## src/rtl/case_code_encoder.sv

```systemverilog
// Streams fully-known 3-bit codes of a requested wildcard class over valid/ready.
// Per-class rotation pointers persist across bursts so every class member appears.
module case_code_encoder #(
  parameter int unsigned CNT_W = 4
) (
  input  logic             clk,
  input  logic             rst,
  input  logic             req_vld,
  input  logic [1:0]       req_cls,
  input  logic [CNT_W-1:0] req_cnt,
  output logic             req_rdy,
  output logic [2:0]       code,
  output logic [1:0]       code_cls,
  output logic             code_vld,
  input  logic             code_rdy,
  output logic             last,
  output logic             busy
);

  typedef enum logic {IDLE, EMIT} state_e;

  state_e           state_q, state_d;
  logic [1:0]       cls_q, cls_d;
  logic [1:0]       ptr1_q, ptr1_d;
  logic             ptr2_q, ptr2_d;
  logic [CNT_W:0]   rem_q, rem_d;
  logic [2:0]       code_q, code_d;
  logic             last_q, last_d;

  function automatic logic [2:0] code_of(input logic [1:0] c,
                                         input logic [1:0] p1,
                                         input logic       p2);
    case (c)
      2'd0:    code_of = {1'b0, p1};
      2'd1:    code_of = {2'b10, p2};
      2'd2:    code_of = 3'b111;
      default: code_of = 3'b110;
    endcase
  endfunction

  always_comb begin
    state_d = state_q;
    cls_d   = cls_q;
    ptr1_d  = ptr1_q;
    ptr2_d  = ptr2_q;
    rem_d   = rem_q;
    code_d  = code_q;
    last_d  = last_q;
    case (state_q)
      IDLE: begin
        if (req_vld) begin
          cls_d   = req_cls;
          rem_d   = (req_cnt == '0) ? {1'b1, {CNT_W{1'b0}}} : {1'b0, req_cnt};
          code_d  = code_of(req_cls, ptr1_q, ptr2_q);
          last_d  = (rem_d == (CNT_W+1)'(1));
          state_d = EMIT;
        end
      end
      EMIT: begin
        if (code_rdy) begin
          if (cls_q == 2'd0) ptr1_d = ptr1_q + 2'd1;
          if (cls_q == 2'd1) ptr2_d = ~ptr2_q;
          rem_d = rem_q - (CNT_W+1)'(1);
          if (last_q) begin
            state_d = IDLE;
            code_d  = '0;
            last_d  = 1'b0;
          end else begin
            // Next code is built from the already-advanced pointers so the
            // registered output is ready the cycle after the handshake.
            code_d = code_of(cls_q, ptr1_d, ptr2_d);
            last_d = (rem_d == (CNT_W+1)'(1));
          end
        end
      end
      default: state_d = IDLE;
    endcase
  end

  always_ff @(posedge clk) begin
    if (rst) begin
      state_q <= IDLE;
      cls_q   <= '0;
      ptr1_q  <= '0;
      ptr2_q  <= 1'b0;
      rem_q   <= '0;
      code_q  <= '0;
      last_q  <= 1'b0;
    end else begin
      state_q <= state_d;
      cls_q   <= cls_d;
      ptr1_q  <= ptr1_d;
      ptr2_q  <= ptr2_d;
      rem_q   <= rem_d;
      code_q  <= code_d;
      last_q  <= last_d;
    end
  end

  assign req_rdy  = (state_q == IDLE);
  assign busy     = (state_q == EMIT);
  assign code_vld = (state_q == EMIT);
  assign code     = code_q;
  assign code_cls = cls_q;
  assign last     = last_q;

endmodule
```

## config.mk

```make
export PLATFORM = sky130hd
export DESIGN_NAME = case_code_encoder
export DESIGN_NICKNAME = d
export VERILOG_FILES = /design/src/rtl/case_code_encoder.sv
export SDC_FILE = /design/constraint.sdc
export NUM_CORES = 1
export LEC_CHECK = 0
export ABC_AREA = 1
export CAP_MARGIN = 40
export CELL_PAD_IN_SITES_DETAIL_PLACEMENT = 1
export CELL_PAD_IN_SITES_GLOBAL_PLACEMENT = 1
export CORE_AREA = 2 2 50 52
export DETAILED_ROUTE_END_ITERATION = 8
export DIE_AREA = 0 0 52 54
export DONT_BUFFER_PORTS = 1
export GPL_ROUTABILITY_DRIVEN = 0
export GPL_TIMING_DRIVEN = 0
export PLACE_DENSITY = 0.83
export SLEW_MARGIN = 30
export SYNTH_ARGS = -nofsm -noshare
export SYNTH_HDL_FRONTEND = slang
export SYNTH_SLANG_ARGS = --single-unit
```

## constraint.sdc

```tcl
create_clock -name clk -period 1.4 [get_ports clk]
set_clock_uncertainty 0.15 [all_clocks]
set_input_delay 0.07 -clock clk [delete_from_list [all_inputs] [get_ports clk]]
set_output_delay 0.07 -clock clk [all_outputs]
set_load 0.01 [all_outputs]
```

==> flow_metrics.env <==
export IMPL_outcome="complete, no violations"
export IMPL_ir_drop_v=0.000680
export IMPL_hold_viol=0
export IMPL_grt_overflow=0
export IMPL_hold_depth=2
export IMPL_reg2reg_slack_ns=0.08
export IMPL_die_w_um=52
export IMPL_yosysUniqueCellTypes=26
export IMPL_pin_count=19
export IMPL_synth_area_um2=916
export IMPL_clockBufferDepth=2
export IMPL_netlist_top_cells_count="nand2_1, dfxtp_1, inv_1"
export IMPL_route_met3_wl_um=60
export IMPL_tightest_slew_ns=0.243
export IMPL_drv_slew=0
export IMPL_drv_cap=0
export IMPL_yosys_area_top_type="dfxtp_1"
export IMPL_max_freq_mhz=758
export IMPL_worstHoldStart="rem_q[1]"
export IMPL_dr_pass1_iters=4
export IMPL_dp_cells=157
export IMPL_n_fill_cell=300
export IMPL_placed_cell_area_um2=953
export IMPL_clkLatencyLatePin_ns=0.28
export IMPL_path_class="register to register"
export IMPL_antenna_found_initial=0
export IMPL_initial_core_util=0.395
export IMPL_core_area_um2=2320
export IMPL_cts_sinks=15
export IMPL_slew_headroom=0.838
export IMPL_clk_pin_slew_ns=0.10
export IMPL_cp_end_kind="register"
export IMPL_grtUsageTotal=0.213
export IMPL_reg2reg_depth=7
export IMPL_wire_per_inst_um=15.0
export IMPL_start_kind="register"
export IMPL_finalNetCount=155
export IMPL_grt_pass1_vias=982
export IMPL_pre_cts_slack_ns=-0.0297
export IMPL_yosysWarningCount=0
export IMPL_syn_inst=127
export IMPL_p_leak_nw=0.466
export IMPL_r2r_start="busy"
export IMPL_topRoutingLayerUsed="met4"
export IMPL_die_area_um2=2810
export IMPL_drc=0
export IMPL_die_h_um=54
export IMPL_grt_max_degree=11
export IMPL_syn_avg_cell_area_um2=7.21
export IMPL_io_buffers=0
export IMPL_ys_seq_area_frac=0.328
export IMPL_period_needed_ns=1.32
export IMPL_multi_input_area_um2=523
export IMPL_drt_iter0_drc=9
export IMPL_whs_ns=0.379
export IMPL_area_growth_pct=20.8
export IMPL_root_buffer="clkbuf_4"
export IMPL_stdcell_count=170
export IMPL_routed_via_density=5.29
export IMPL_yosysMostFrequentCell="nand2_1"
export IMPL_async_flop_share=0
export IMPL_fin_tns_setup_ns=0
export IMPL_path_max_fanout=10
export IMPL_drtAntennaViolNets=0
export IMPL_netlist_area_leader_share=0.328
export IMPL_hpwl_um=1900
export IMPL_worstPathArrival_ns=1.38
export IMPL_vias=900
export IMPL_rr_endpoint="code[0]"
export IMPL_wl_met2_um=1430
export IMPL_cts_htree_levels=1
export IMPL_ys_flop_type="dfxtp_1"
export IMPL_ys_seq_elements=15
export IMPL_antennaDiodeCount=0
export IMPL_setup_viol=0
export IMPL_cts_setup_buffers=0
export IMPL_hold_end="rem_q[1]"
export IMPL_fp_row_count=18
export IMPL_cts_tree="done"
export IMPL_synth_edf_count=0
export IMPL_synth_nets=141
export IMPL_rsz0062_at_grt="true"
export IMPL_regArea_um2=309
export IMPL_synth_area_leaders="dfxtp_1, nand2_1, a21oi_1, nand3_1, inv_1"
export IMPL_wl_um=2540
export IMPL_wl_met1_um=1030
export IMPL_worst_slack_ns=0.0808
export IMPL_grt_pass1_wl_um=4340
export IMPL_final_area_um2=1110
export IMPL_cts_buffers_inserted=3
export IMPL_finalCritPeriodShare=0.942
export IMPL_drive_gt1_frac=0.179
export IMPL_p_per_area_nw_per_um2=1040
export IMPL_hold_class="register to register"
export IMPL_cp_data_required_time_ns=1.47
[sequential cells by signal, indices dropped and copies added, names as in the netlist]
register and count:
busy 1, code 3, code_cls 2, last 1
ptr1_q 2, ptr2_q 1, rem_q 5
[final cells by class]
| type | count | area share |
|---|---|---|
| multi-input cells | 90 | 0.473 |
| repair buffers | 9 | 0.0814 |
| flip-flops and latches | 15 | 0.279 |
| plain buffers | 4 | 0.0385 |
| well taps | 30 | 0.0339 |
| clock buffers | 4 | 0.0238 |
| inverters | 18 | 0.0701 |
[power breakdown]
group	switching [mW]	leakage [nW]	internal, mW	total, mW
logic	0.222	0.325	0.151	0.374
registers	0.0540	0.126	0.473	0.527
clock network	0.141	0.0150	0.110	0.251
total	0.417	0.466	0.734	1.15
[per-layer routing]
metal  global-route usage  vias to the layer above
met3               0.0389                        2
met5                    0                        -
met1                0.238                      440
met4               0.0614                        0
met2                0.409                       12
li1                     -                      446
[worst max-delay path by stage]
stage / end / slack, ns / startpoint / depth (start not counted)
6_report: code[0] / 0.08 / busy / 7
5_1_grt: code[2] / -0.02 / busy / 7
4_1_cts: code[0] / 0.02 / code_cls[0] / 7
3_5_place_dp: last / -0.03 / rem_q[0] / 8
3_3_place_gp: code[1] / 0.03 / busy / 7
2_1_floorplan: rem_q[2] / 0.13 / busy / 7
[layout by cell type (no fill, tap or decap), types with 2 or more instances in the layout]
master and instances:
inv_2 3, a21oi_2 2, o21ai_1 4, nand2_8 2, nand2_1 23, nor2_1 10
clkbuf_4 3, o21ai_0 10, dfxtp_4 2, nand3_1 12, ha_1 3, nor2_2 2
inv_1 13, buf_8 2, dlygate4sd3_1 9, a31oi_1 2, a21oi_1 11, dfxtp_1 12
[critical path, stage by stage (launching register included)]
cell and delay [ns]:
dfxtp_4 0.38, buf_8 0.15, inv_8 0.10, nand2_8 0.08, nand2_8 0.08, buf_8 0.13
o21ai_2 0.06, a31oi_1 0.14
[cells by family (layout without fill, tap and decap cells)]
family,after synthesis,in the layout,share of synthesized area
AND/OR/NAND/NOR,52,52,0.286
AO/OA/AOI/OAI,34,34,0.208
buffers and inverters,22,35,0.124
flip-flops,15,15,0.328
adder cells (fa/ha/maj),4,4,0.0546
[repair_timing]
action,4_1_cts,5_1_grt
hold buffers,9,0
setup endpoints to repair,4,9
gates resized for setup,3,10
hold endpoints to repair,14,0
[metrics by stage]
stage                      util  total power [mW]
after floorplan               -             0.783
after global placement    0.411             0.839
after detailed placement  0.411             0.860
after CTS                 0.463              1.15
after global routing      0.477              1.25
final                     0.477              1.15
(Power assumes the default switching activity.)
